$ cat src/rtl/uart_wb_pkg.sv
// Shared types and helpers for the byte-wide Wishbone initiator: FSM states,
// byte-lane select mapping and timeout counter sizing.
package uart_wb_pkg;

  typedef enum logic [1:0] {
    StIdle,
    StActive,
    StGap
  } state_e;

  // One-hot lane select for a byte address; big-endian mirrors the lane order.
  function automatic logic [3:0] lane_to_sel(input logic [1:0] addr_lo,
                                             input bit little_endian);
    logic [1:0] lane;
    lane = little_endian ? addr_lo : (2'd3 - addr_lo);
    return 4'b0001 << lane;
  endfunction

  function automatic logic [1:0] sel_to_lane(input logic [3:0] sel);
    logic [1:0] lane;
    lane = 2'd0;
    for (int i = 0; i < 4; i++) begin
      if (sel[i]) lane = 2'(i);
    end
    return lane;
  endfunction

  function automatic int unsigned timeout_cnt_w(input int unsigned timeout);
    return $clog2(timeout + 1);
  endfunction

endpackage

$ cat src/rtl/uart_wb_lane_steer.sv
// Combinational byte-lane steering: address to lane select, write byte
// replication and read byte extraction from the 32-bit bus.
module uart_wb_lane_steer
  import uart_wb_pkg::*;
#(
  parameter bit LITTLE_ENDIAN = 1'b1
) (
  input  logic [1:0]  i_addr_lo,
  input  logic [7:0]  i_wdata,
  input  logic [3:0]  i_sel,
  input  logic [31:0] i_rdata,
  output logic [3:0]  o_sel,
  output logic [31:0] o_wdata,
  output logic [7:0]  o_rbyte
);

  logic [1:0] w_lane;

  always_comb begin
    o_sel   = lane_to_sel(i_addr_lo, LITTLE_ENDIAN);
    o_wdata = {4{i_wdata}};
    w_lane  = sel_to_lane(i_sel);
    o_rbyte = i_rdata[{w_lane, 3'b000} +: 8];
  end

endmodule

$ cat src/rtl/uart_wb_master.sv
// Wishbone initiator issuing single byte register reads/writes with ack
// timeout and an enforced idle gap between bus cycles.
module uart_wb_master
  import uart_wb_pkg::*;
#(
  parameter int unsigned ADDR_WIDTH    = 5,
  parameter bit          LITTLE_ENDIAN = 1'b1,
  parameter int unsigned TIMEOUT       = 255,
  parameter int unsigned IDLE_GAP      = 2
) (
  input  logic                  clk,
  input  logic                  wb_rst_i,
  input  logic                  cmd_valid,
  output logic                  cmd_ready,
  input  logic                  cmd_we,
  input  logic [ADDR_WIDTH-1:0] cmd_addr,
  input  logic [7:0]            cmd_wdata,
  output logic                  rsp_valid,
  output logic [7:0]            rsp_rdata,
  output logic                  rsp_err,
  output logic                  wb_cyc_o,
  output logic                  wb_stb_o,
  output logic                  wb_we_o,
  output logic [ADDR_WIDTH-1:0] wb_adr_o,
  output logic [3:0]            wb_sel_o,
  output logic [31:0]           wb_dat_o,
  input  logic [31:0]           wb_dat_i,
  input  logic                  wb_ack_i
);

  localparam int unsigned    CntW    = timeout_cnt_w(TIMEOUT);
  localparam logic [CntW-1:0] CntLast = CntW'(TIMEOUT - 1);
  localparam logic [3:0]     GapInit = 4'(IDLE_GAP);

  state_e                r_state, w_state_nxt;
  logic [CntW-1:0]       r_cnt, w_cnt_nxt;
  logic [3:0]            r_gap, w_gap_nxt;
  logic                  r_cmd_ready, w_cmd_ready_nxt;
  logic                  r_rsp_valid, w_rsp_valid_nxt;
  logic [7:0]            r_rsp_rdata, w_rsp_rdata_nxt;
  logic                  r_rsp_err, w_rsp_err_nxt;
  logic                  r_cyc, w_cyc_nxt;
  logic                  r_we, w_we_nxt;
  logic [ADDR_WIDTH-1:0] r_adr, w_adr_nxt;
  logic [3:0]            r_sel, w_sel_nxt;
  logic [31:0]           r_dat, w_dat_nxt;

  logic [3:0]  w_sel;
  logic [31:0] w_wdata;
  logic [7:0]  w_rbyte;

  uart_wb_lane_steer #(
    .LITTLE_ENDIAN(LITTLE_ENDIAN)
  ) u_steer (
    .i_addr_lo(cmd_addr[1:0]),
    .i_wdata  (cmd_wdata),
    .i_sel    (r_sel),
    .i_rdata  (wb_dat_i),
    .o_sel    (w_sel),
    .o_wdata  (w_wdata),
    .o_rbyte  (w_rbyte)
  );

  always_comb begin
    w_state_nxt     = r_state;
    w_cnt_nxt       = r_cnt;
    w_gap_nxt       = r_gap;
    w_cmd_ready_nxt = 1'b0;
    w_rsp_valid_nxt = 1'b0;
    w_rsp_rdata_nxt = 8'h00;
    w_rsp_err_nxt   = 1'b0;
    w_cyc_nxt       = r_cyc;
    w_we_nxt        = r_we;
    w_adr_nxt       = r_adr;
    w_sel_nxt       = r_sel;
    w_dat_nxt       = r_dat;
    unique case (r_state)
      StIdle: begin
        // cmd_ready rises one cycle after entering IDLE, so it is low on the
        // response cycle and right after reset.
        if (cmd_valid && r_cmd_ready) begin
          w_state_nxt = StActive;
          w_cnt_nxt   = '0;
          w_cyc_nxt   = 1'b1;
          w_we_nxt    = cmd_we;
          w_adr_nxt   = cmd_addr;
          w_sel_nxt   = w_sel;
          w_dat_nxt   = w_wdata;
        end else begin
          w_cmd_ready_nxt = 1'b1;
        end
      end
      StActive: begin
        w_cnt_nxt = r_cnt + 1'b1;
        if (wb_ack_i || (r_cnt == CntLast)) begin
          w_cyc_nxt       = 1'b0;
          w_rsp_valid_nxt = 1'b1;
          w_rsp_err_nxt   = !wb_ack_i;
          w_rsp_rdata_nxt = (wb_ack_i && !r_we) ? w_rbyte : 8'h00;
          w_gap_nxt       = GapInit;
          w_state_nxt     = (IDLE_GAP == 0) ? StIdle : StGap;
        end
      end
      StGap: begin
        if (r_gap <= 4'd1) w_state_nxt = StIdle;
        else               w_gap_nxt   = r_gap - 1'b1;
      end
      default: w_state_nxt = StIdle;
    endcase
  end

  always_ff @(posedge clk) begin
    if (wb_rst_i) begin
      r_state     <= StIdle;
      r_cnt       <= '0;
      r_gap       <= 4'd0;
      r_cmd_ready <= 1'b0;
      r_rsp_valid <= 1'b0;
      r_rsp_rdata <= 8'h00;
      r_rsp_err   <= 1'b0;
      r_cyc       <= 1'b0;
      r_we        <= 1'b0;
      r_adr       <= '0;
      r_sel       <= 4'h0;
      r_dat       <= 32'h0;
    end else begin
      r_state     <= w_state_nxt;
      r_cnt       <= w_cnt_nxt;
      r_gap       <= w_gap_nxt;
      r_cmd_ready <= w_cmd_ready_nxt;
      r_rsp_valid <= w_rsp_valid_nxt;
      r_rsp_rdata <= w_rsp_rdata_nxt;
      r_rsp_err   <= w_rsp_err_nxt;
      r_cyc       <= w_cyc_nxt;
      r_we        <= w_we_nxt;
      r_adr       <= w_adr_nxt;
      r_sel       <= w_sel_nxt;
      r_dat       <= w_dat_nxt;
    end
  end

  assign cmd_ready = r_cmd_ready;
  assign rsp_valid = r_rsp_valid;
  assign rsp_rdata = r_rsp_rdata;
  assign rsp_err   = r_rsp_err;
  assign wb_cyc_o  = r_cyc;
  assign wb_stb_o  = r_cyc;
  assign wb_we_o   = r_we;
  assign wb_adr_o  = r_adr;
  assign wb_sel_o  = r_sel;
  assign wb_dat_o  = r_dat;

endmodule

$ cat config.mk
export PLATFORM = sky130hd
export DESIGN_NAME = uart_wb_master
export DESIGN_NICKNAME = d
export VERILOG_FILES = /design/src/rtl/uart_wb_pkg.sv /design/src/rtl/uart_wb_lane_steer.sv /design/src/rtl/uart_wb_master.sv
export SDC_FILE = /design/constraint.sdc
export NUM_CORES = 1
export LEC_CHECK = 0
export ABC_AREA = 1
export ABC_CLOCK_PERIOD_IN_PS = 1200
export BUFFER_PORTS_ARGS = -buffer_cell sky130_fd_sc_hd__clkbuf_2
export CAP_MARGIN = 20
export CORE_MARGIN = 2
export CORE_UTILIZATION = 35
export CTS_BUF_LIST = sky130_fd_sc_hd__clkbuf_4
export DETAILED_ROUTE_END_ITERATION = 16
export PLACE_DENSITY = 0.66
export SYNTH_ARGS = -nofsm -noshare
export SYNTH_HDL_FRONTEND = slang
export SYNTH_SLANG_ARGS = --single-unit
export TNS_END_PERCENT = 5
$ cat constraint.sdc
create_clock -name clk -period 1.2 [get_ports clk]
set_input_delay 0.12 -clock clk [delete_from_list [all_inputs] [get_ports clk]]
set_output_delay 0.12 -clock clk [all_outputs]
set_load 0.01 [all_outputs]
After elaboration in Yosys (flattened, before gate mapping)

Index checks and enable logic that the tools add are counted.
Widths: inputs -> output; s select.

Add/subtract/negate cells: 2
$lt $le $gt $ge: 1
Equal/unequal tests: 7
Shifts and indexed selects: 2
Mux-type cells: 17
Bitwise logic cells: 4
Reductions and logical operators: 17

Operators by type and width:

| kind                | number |
|---|---|
| $shiftx 32x6->8     | 1 |
| $pmux 8 s2          | 1 |
| $mux 2              | 5 |
| $reduce_and 3->1    | 3 |
| $add 8x1->8 const B | 1 |
| $eq 8x8->1 const B  | 1 |
| $mux 4              | 2 |
| $mux 8              | 1 |
| $ne 2x2->1 const B  | 4 |
| $pmux 4 s2          | 1 |
| $pmux 2 s3          | 1 |
| $mux 1              | 5 |
| $le 4x1->1 const B  | 1 |
| $not 1->1           | 4 |
| $reduce_and 2->1    | 2 |
| $reduce_bool 2->1   | 2 |
| $reduce_or 2->1     | 2 |
| $reduce_or 4->1     | 1 |
| $shl 1x2->4 const A | 1 |
| $sub 4x1->4 const B | 1 |
| $reduce_or 3->1     | 1 |
| $eq 2x1->1 const B  | 1 |
| $eq 2x2->1 const B  | 1 |
| $logic_and 1x1->1   | 2 |
| 4 further kinds     | 5 |

Bits in registers: 68
Bits of input ports: 50
Word-level logic and storage cells: 62

Longest topological paths before layout

Gate-level depths: netlist of run 1.

Word-level depth: 4
Depth in mapped cells: 11
Gate-level depth less buffers: 11

Hierarchy

A second synthesis of run 1 with hierarchy kept.

Cells, all modules: 480
Area total of the unflattened synthesis: 3251.9 µm²

Modules (own cells, without submodules):

| module             | instances | cells each | area each (µm²) | sequential area each (µm²) |
|---|---|---|---|---|
| uart_wb_master     | 1         | 345        | 2581.2          | 1361.3 |
| uart_wb_lane_steer | 1         | 135        | 670.6           | 0.0 |

Least setup slack after synthesis of run 1

No wires, ideal clock.

Path kind: flip-flop to flip-flop
Start: register r_gap[0]
End: register r_gap[2]
Setup time: 116 ps
Arrival time: 1088 ps
Data required time: 1084 ps
Setup slack: -4 ps
Stages on the path, launching flop included: 11
Path buffers: 0
Period minus slack after synthesis: 1204 ps
Path through: dfxtp_1 -> inv_1 -> ha_1 -> inv_1 -> nand2_1 -> nand2_1 -> nand2_1 -> nand2_2 -> nand2_4 -> nand2_1 -> a21oi_2

Cells in the longest elaborated chain, start to end: 3
Elaborated cells on any way between the ends: 6
Those cells by class: 1 x add/sub; 1 x order compare; 1 x eq/ne; 2 x mux; 1 x reduce/logical

Ends and longest elaborated chain:

| what                                                  | line                                         | source |
|---|---|---|
| start: declaration                                    | uart_wb_master.sv:37                         | `logic [3:0] r_gap, w_gap_nxt;` |
| start signal: assignment                              | uart_wb_master.sv:129                        | `r_gap <= w_gap_nxt;` |
| $sub 4x1->4 / $le 4x1->1 (equally long branches)      | uart_wb_master.sv:106, uart_wb_master.sv:105 |  |
| $mux 4 / $ne 2x2->1 (equally long branches)           | n/a                                          |  |
| $pmux 4 s2 / $reduce_and 3->1 (equally long branches) | n/a                                          |  |

Parallel ways exist; a longest one is shown, timed or not. The select of a mux whose other input is x is not followed.
A chain may end at the register's enable or synchronous reset.

Final worst setup path of run 1

Start: register r_gap[0]
End: register r_gap[3]

The elaborated chain is that of the path after synthesis.

==> metrics.cfg, run 1 <==
[worst_setup_path]
cp_slowest_cell=dfxtp_4
critPathRequiredTime_ns=1.46
path_buf_inv=2
arrival_ns=1.50
crit_top_cell=nand2_1
crit_family=simple AND/OR/NAND/NOR gates
cp-end-kind=register
cp_max_fo=4
start_kind=register
worst-setup-path-type=reg -> reg
path_cells=inv_4, ha_4, inv_2, nand2_1, nand2_1, nand2_1, nand2_2, nand3_1, nand2_1, nor2_1
slowest_delay_ns=0.40

[die]
ios=105
row_count=29
die_y_um=83.66
die_area_sq_um=6998
core_area_sq_um=6241
die_x_um=83.66
floorplan.initialDensity_pct=35.59

[synthesis]
yosysTopAreaCell=dfxtp_1
synth.top_cells.by_count=nor2_1 (76), dfxtp_1 (44), nand2_1 (36)
syn_area_per_cell_sq_um=7.282
syn_inst=305
synth_flop_cell=dfxtp_1
ys_seq_area_share_pct=39.66
yosysWarningCount=0
syn_area_sq_um=2221
yosysMostFrequentCell=nor2_1
ys_seq_elements=44
synth_cell_types=35
synth_top_cells_by_area=dfxtp_1 (40%), nor2_1 (13%), buf_4 (8.5%), o21ai_0 (6.5%), nand2_1 (6.1%)
async_reset_ff_share_pct=0
synth_nets=359
synth_edf_count=0
synth_top_area_share_pct=39.66

[sta]
post-route-period-util_pct=103.1
setup_slack_ns=-0.03763
hold_viol=0
fin_skew_ns=0.003900
period_needed_ns=1.238
tightestPinTransition_ns=0.2402
setup_viol=3
timing.setup.tns_ns=-0.1032
drv_slew=0
timing.fmax_mhz=808.0
rsz0062_at_grt=true
timing.slew.headroom_pct=83.97

[hold_path]
worstHoldPathType=in -> reg

[routing]
drt-total-wl_um=5465
wl_per_cell_um=11.24
drc=0
first_pass_iters=4
drt.antenna.violating_nets=0
drt_iter0_drc=59
via_per_inst=4.595
dr_total_vias=2233

[clocking]
cts_tree=yes
cts.path.max_buffers=2
clk_pin_slew_ns=0.12
clock_latency_ns=0.34
clockRootBuffer=clkbuf_4
cts_buffers=5
htreeDepth=2
cts.sink_count=44

[power]
total_leakage_power_nw=1.399
p_comb_share_pct=23.4
ir_drop_v=0.0006826
swShare_pct=29.93
seqPwrFrac_pct=52.5
clkPwrFrac_pct=24.1
p_switching_w=0.0009090
p_per_area_nw_per_um2=1024
intPower_w=0.002128

[finish]
instances_no_fill=486
final_cell_area_sq_um=2965
fin_nets=462
num_antenna_cells=0
layout-area-overhead-vs-synth_pct=33.52
drive_gt1_share_pct=42.05

[placement]
dpl.hpwl_um=4189
port_buffers=104
place_area_sq_um=2739
place_congestion=0.9030
dp.cells=471

[global_routing]
grt-ovfl-total=0
grt_max_degree=17
antenna_found_initial=0
first_global_vias=2049
grt_pass1_wl_um=9004
track_usage_pct=15.56

[flow_run]
drv_cap=0

[run_status]
run_status=complete, but fails checks
violations=setup timing

[kinds of logic after synthesis]
kind of cell    after synthesis  share of synthesized area [%]
compound gates               63                          15.49
fa+ha+maj                     4                          2.254
buf+inv                      60                          16.06
flops                        44                          39.66
simple gates                134                          26.53
[repair_timing]
item | 4_1_cts | 5_1_grt
endpoints found under the hold margin | 3 | 1
hold buffers | 3 | 1
endpoints found under the setup margin | 19 | 40
gates resized for setup | 19 | 23
pin swaps | 5 | 4
buffers inserted | 1 | 2
[worst paths after layout]
kind / start / slack (ns) / endpoint / depth (start not counted)
min reg2reg: wb_adr_o[0]$_SDFFE_PP0P_ / 0.48 / wb_adr_o[0]$_SDFFE_PP0P_ / 2
min: cmd_wdata[6] / 0.01 / wb_dat_o[30]$_SDFFE_PP0P_ / 3
max: r_gap[0]$_SDFFE_PP0P_ / -0.04 / r_gap[3]$_SDFFE_PP0P_ / 10
max reg2reg: r_gap[0]$_SDFFE_PP0P_ / -0.04 / r_gap[3]$_SDFFE_PP0P_ / 10
[power by group through the flow]
stage | combinational [W] | sequential (W) | clock [W]
3_3_place_gp | 0.000649 | 0.00162 | 0
4_1_cts | 0.000683 | 0.00160 | 0.000769
6_report | 0.000710 | 0.00159 | 0.000732
2_1_floorplan | 0.000436 | 0.00165 | 0
5_1_grt | 0.000792 | 0.00161 | 0.000824
3_5_place_dp | 0.000652 | 0.00163 | 0
[registers in the layout (all words and copies together) (netlist names)]
name / flops
rsp_valid: 1
rsp_rdata: 8
r_state: 2
wb_we_o: 1
wb_dat_o: 8
wb_adr_o: 5
r_gap: 4
cmd_ready: 1
wb_sel_o: 4
wb_cyc_o: 1
rsp_err: 1
r_cnt: 8
[area by class of cell]
type                       instances  area, sq um
clock buffer                       7        52.55
inverter                          27        123.9
clock inverter                     1        3.754
tap                               77        96.34
sequential                        44        897.1
fill                             654         3276
multi-input combinational        201         1054
timing repair buffer             129        738.2
[tightest hold or removal path, stage by stage]
cell	delay (ns)
clkbuf_2	0.08
o21ai_1	0.06
nor2_1	0.07
[cell usage in the layout (no fill, tap or decap), drive strengths merged, types with 4 or more instances in the layout]
cell type and instances:
ha 4, nor2 80, a21oi 23, inv 26, clkbuf 111, nand2 39
dlygate4sd3 4, o21ai 35, nand3 10, dfxtp 44, buf 21
[layer usage]
metal	global-route usage, %	share of wire (%)
met1	18.14	43
met2	26.98	49
met3	4.352	5.8
met4	6.012	1.9
met5	0	0
[metrics by stage]
| step | hold slack, ns | util, % | worst slack [ns] | power, W |
|---|---|---|---|---|
| 2_1_floorplan | 0.1968 | - | 0.01933 | 0.002083 |
| 3_3_place_gp | 0.3223 | 43.89 | -0.03592 | 0.002272 |
| 3_5_place_dp | 0.3193 | 43.89 | -0.1004 | 0.002279 |
| 4_1_cts | 0.002339 | 46.17 | -0.04648 | 0.003047 |
| 5_1_grt | 0.004232 | 47.51 | -0.1390 | 0.003223 |
| 6_report | 0.009927 | 47.51 | -0.03763 | 0.003037 |
Power figures use the tool's default switching activity.
==> inputs of run 2 (changes only) <==
Settings changed: ABC_AREA 1 to unset.
==> metrics.cfg, run 2 <==
[die]
die_area_sq_um=6623
ios=105
row_count=28
floorplan.initialDensity_pct=35.82
die_x_um=81.38
core_area_sq_um=5851
die_y_um=81.38

[run_status]
run_status=complete, but fails checks
violations=setup timing

[finish]
fin_nets=424
num_antenna_cells=0
final_cell_mix=clkbuf_2 (104), nand2_1 (41), dfxtp_1 (32)
final_cell_area_sq_um=3207
drive_gt1_share_pct=50.13
final_common_cell=clkbuf_2
fillers=525
layout-area-overhead-vs-synth_pct=53.02

[global_routing]
grt_max_degree=25
track_usage_pct=15.47
grt-ovfl-total=0
first_global_vias=1841
antenna_found_initial=0
grt_pass1_wl_um=7955

[synthesis]
yosysTopAreaCell=dfxtp_1
yosysWarningCount=0
ys_seq_area_share_pct=42.03
synth_edf_count=0
syn_area_per_cell_sq_um=8.451
yosysMostFrequentCell=dfxtp_1
synth_top_cells_by_area=dfxtp_1 (42%), buf_4 (9.0%), mux2i_1 (8.6%), nand2_1 (7.3%), a21oi_1 (5.7%)
async_reset_ff_share_pct=0
synth_nets=302
synth.top_cells.by_count=dfxtp_1 (44), nand2_1 (41), buf_4 (25)
synth_top_area_share_pct=42.03
syn_inst=248
ys_seq_elements=44
synth_flop_cell=dfxtp_1
synth_cell_types=36
syn_area_sq_um=2096

[placement]
dpl.hpwl_um=3848
place_area_sq_um=2735
port_buffers=104
place_congestion=0.7587

[routing]
via_per_inst=4.612
wl_per_cell_um=12.32
drt.antenna.violating_nets=0
drt_iter0_drc=62
drc=0
first_pass_iters=4
dr_total_vias=2057
drt-total-wl_um=5496

[power]
total_leakage_power_nw=1.407
intPower_w=0.002038
clkPwrFrac_pct=25.3
p_switching_w=0.0007664
swShare_pct=27.33
ir_drop_v=0.0004166
power_w=0.002804
p_comb_share_pct=19.7
seqPwrFrac_pct=55.0
p_per_area_nw_per_um2=874.5

[sta]
fin_skew_ns=0.006519
rsz0062_at_grt=true
drv_slew=0
hold_viol=0
setup_slack_ns=-0.1239
post-route-period-util_pct=110.3
setup_viol=10
tightestPinTransition_ns=0.3718
timing.slew.headroom_pct=74.90
period_needed_ns=1.324
timing.fmax_mhz=755.3

[worst_setup_path]
cp_max_fo=3
rr_startpoint=r_gap[1]$_SDFFE_PP0P_
start_kind=register
arrival_ns=1.62
worst-setup-path-type=reg -> reg
timing.rr.end=r_gap[1]$_SDFFE_PP0P_
ff2ff_setup_slack_ns=-0.12
cp-end-kind=register
critPathRequiredTime_ns=1.49
rr_worst_depth=6

[hold_path]
worstHoldPathType=in -> reg
whs_path_depth=3
holdPathEnd=rsp_rdata[7]$_SDFF_PP0_
hp-start=wb_dat_i[31]

[clocking]
clk_pin_slew_ns=0.13
cts.sink_count=44
cts.path.max_buffers=2
cts_tree=yes
clock_latency_ns=0.35
cts_buffers=5
htreeDepth=2
clockRootBuffer=clkbuf_4

[flow_run]
drv_cap=0

-- run 2: final cells by class --
cell class | instances | area, sq um | area share [%]
Clock buffer | 6 | 45.04 | 1.405
Clock inverter | 2 | 11.26 | 0.3512
Inverter | 6 | 27.53 | 0.8584
Multi-Input combinational cell | 160 | 1122 | 35.00
Sequential cell | 44 | 905.9 | 28.25
Tap cell | 75 | 93.84 | 2.926
Timing Repair Buffer | 153 | 1001 | 31.21
-- run 2: worst max-delay path, cell delays in order (launching register included) --
cell	delay (ns)
dfxtp_2	0.37
inv_4	0.08
ha_4	0.14
nor2_4	0.04
o31ai_4	0.21
mux2_4	0.32
o21ai_1	0.10
-- run 2: cells by family after synthesis --
family / after synthesis / synth area share (%)
adder cells (fa/ha/maj): 4 / 2.388
multiplexers: 19 / 9.134
AO/OA/AOI/OAI: 46 / 12.42
XOR/XNOR: 1 / 0.4180
AND/OR/NAND/NOR: 90 / 20.90
flip-flops: 44 / 42.03
buffers and inverters: 44 / 12.72
-- run 2: how the worst max path moves through the flow --
stage / end / cells past startpoint / start
3_3_place_gp: r_gap[1]$_SDFFE_PP0P_ / 6 / r_gap[1]$_SDFFE_PP0P_
4_1_cts: r_gap[1]$_SDFFE_PP0P_ / 6 / r_gap[0]$_SDFFE_PP0P_
6_report: r_gap[1]$_SDFFE_PP0P_ / 6 / r_gap[1]$_SDFFE_PP0P_
3_5_place_dp: r_gap[1]$_SDFFE_PP0P_ / 6 / r_gap[1]$_SDFFE_PP0P_
5_1_grt: r_gap[0]$_SDFFE_PP0P_ / 7 / r_gap[1]$_SDFFE_PP0P_
2_1_floorplan: r_gap[1]$_SDFFE_PP0P_ / 6 / r_gap[1]$_SDFFE_PP0P_
-- run 2: layer usage --
layer	share of wire, %	global-route usage, %	vias up
li1	-	-	1060
met1	42	17.44	933
met2	53	29.10	58
met3	4.3	2.778	6
met4	0.93	4.915	0
met5	0	0	-
-- run 2: what timing repair did --
item | in CTS | in global routing
pin swaps | 7 | 11
setup endpoints to repair | 44 | 41
endpoints found under the hold margin | 18 | 1
hold buffers | 18 | 1
buffers inserted | 2 | 3
resized for setup | 23 | 28
-- run 2: power by group through the flow --
stage | clock [W] | sequential, W | combinational (W)
floorplan | 0 | 0.00159 | 0.000255
global placement | 0 | 0.00158 | 0.000462
finish | 0.000708 | 0.00154 | 0.000553
global route | 0.000821 | 0.00155 | 0.000608
detailed placement | 0 | 0.00158 | 0.000467
CTS | 0.000748 | 0.00155 | 0.000530
-- run 2: per-stage QoR --
step | setup WS (ns) | hold WS [ns] | setup TNS, ns | util [%] | cells
global route | -0.1834 | 0.002827 | -2.534 | 54.81 | 446
floorplan | -0.1712 | 0.1924 | -0.8914 | - | 248
CTS | -0.1445 | 0.00006220 | -0.7239 | 52.46 | 442
finish | -0.1239 | 0.01850 | -0.7352 | 54.81 | 446
detailed placement | -0.1734 | 0.3522 | -3.045 | 46.75 | 414
global placement | -0.1495 | 0.3442 | -2.364 | 46.75 | 414
==> inputs of run 3 (changes only) <==
Settings changed: CORE_UTILIZATION 35 to 43, PLACE_DENSITY 0.66 to 0.79, SLEW_MARGIN set to 20.
==> metrics.cfg, run 3 (synthesized netlist as in run 2, its figures left out) <==
[power]
total_leakage_power_nw=1.413
swShare_pct=27.47
clkPwrFrac_pct=24.3
power_w=0.002765
ir_drop_v=0.0005929
intPower_w=0.002006
seqPwrFrac_pct=55.9
p_per_area_nw_per_um2=873.6
p_switching_w=0.0007596
p_comb_share_pct=19.7

[worst_setup_path]
rr_worst_depth=6
cp_max_fo=3
start_kind=register
critPathRequiredTime_ns=1.49
worst-setup-path-type=reg -> reg
path_cells=inv_4, ha_4, nor2_2, o31ai_4, mux2_4, o21ai_1
arrival_ns=1.65
cp_slowest_cell=dfxtp_2
cp.depth=6
cp-end-kind=register
crit_family=flip-flops
path_buf_inv=1
slowest_delay_ns=0.36

[finish]
num_antenna_cells=0
fillers=369
layout-area-overhead-vs-synth_pct=51.04
drive_gt1_share_pct=47.45
multi_input_area_sq_um=1086
seq_area_sq_um=902.1
fin_nets=426
final_common_cell=clkbuf_2
final_cell_mix=clkbuf_2 (104), nand2_1 (41), dfxtp_1 (33)

[die]
die_x_um=73.82
ios=105
die_y_um=73.82
floorplan.initialDensity_pct=44.37
core_area_sq_um=4723
die_area_sq_um=5449
row_count=25

[sta]
holdWs_ns=0.03202
drv_slew=0
fin_skew_ns=0.01039
period_needed_ns=1.355
setup_slack_ns=-0.1548
tightestPinTransition_ns=0.3356
timing.slew.headroom_pct=77.05
timing.fmax_mhz=738.1
timing.setup.tns_ns=-0.7904
rsz0062_at_grt=true
setup_viol=17
post-route-period-util_pct=112.9
hold_viol=0

[routing]
drt.antenna.violating_nets=0
dr_total_vias=2115
drt_iter0_drc=58
drc=0
wl_per_cell_um=13.20
via_per_inst=4.807
first_pass_iters=4
drt-total-wl_um=5808

[global_routing]
antenna_found_initial=0
grt_pass1_wl_um=8459
track_usage_pct=20.47
grt-ovfl-total=0
first_global_vias=1951
grt_max_degree=24

[clocking]
clock_latency_ns=0.35
clockRootBuffer=clkbuf_4
cts.path.max_buffers=2
htreeDepth=2
cts_buffers=5
cts_tree=yes
clk_pin_slew_ns=0.12
cts.sink_count=44

[flow_run]
drv_cap=0

[placement]
dpl.hpwl_um=4003
place_congestion=0.7545
port_buffers=104

[run_status]
violations=setup timing
run_status=complete, but fails checks

[hold_path]
whs_path_depth=3
worstHoldPathType=in -> reg

==> run 3: routing by layer <==
metal / global-route usage (%) / wire [um] / vias up
met5: 0 / 0 / -
met1: 21.99 / 2336 / 965
met2: 37.50 / 3108 / 71
met3: 4.801 / 250 / 11
li1: - / - / 1068
met4: 9.293 / 113 / 0
==> run 3: layout make-up <==
class                      instances  area share, %
sequential                        44          28.50
multi-input combinational        160          34.31
tap                               67          2.648
inverter                           6         0.8696
clock inverter                     3         0.4348
timing repair buffer             155          32.06
clock buffer                       5          1.186
==> run 3: worst paths after layout <==
path / start / endpoint / slack [ns]
max: r_gap[1]$_SDFFE_PP0P_ / r_gap[1]$_SDFFE_PP0P_ / -0.15
min reg2reg: wb_adr_o[1]$_SDFFE_PP0P_ / wb_adr_o[1]$_SDFFE_PP0P_ / 0.47
min: wb_dat_i[26] / rsp_rdata[2]$_SDFF_PP0_ / 0.03
max reg2reg: r_gap[1]$_SDFFE_PP0P_ / r_gap[1]$_SDFFE_PP0P_ / -0.15
==> run 3: through the flow <==
step / setup slack, ns / cell area [sq um] / util, % / instances
finish: -0.1548 / 3166 / 67.02 / 440
CTS: -0.1548 / 3078 / 65.17 / 439
global placement: -0.1468 / 2750 / 58.23 / 411
global route: -0.2086 / 3166 / 67.02 / 440
detailed placement: -0.2352 / 2750 / 58.23 / 411
floorplan: -0.1712 / 2127 / - / 248
==> run 3: power by group through the flow <==
stage	Clock, W	Combinational [W]	Sequential, W
3_5_place_dp	0	0.000461	0.00158
3_3_place_gp	0	0.000454	0.00158
5_1_grt	0.000757	0.000598	0.00155
2_1_floorplan	0	0.000255	0.00159
4_1_cts	0.000702	0.000524	0.00155
6_report	0.000673	0.000546	0.00155
==> run 3: tightest hold or removal path, delay by kind of cell <==
kind,cells,cell delay (ns)
AND/OR/NAND/NOR,1,0.09
buffers and inverters,1,0.08
multiplexers,1,0.06
==> run 3: what timing repair did <==
item / in CTS / in global routing
hold endpoints to repair: 18 / 1
resized for setup: 19 / 22
setup endpoints to repair: 44 / 45
setup buffers: 2 / 0
hold buffers: 18 / 1
pin swaps: 6 / 10
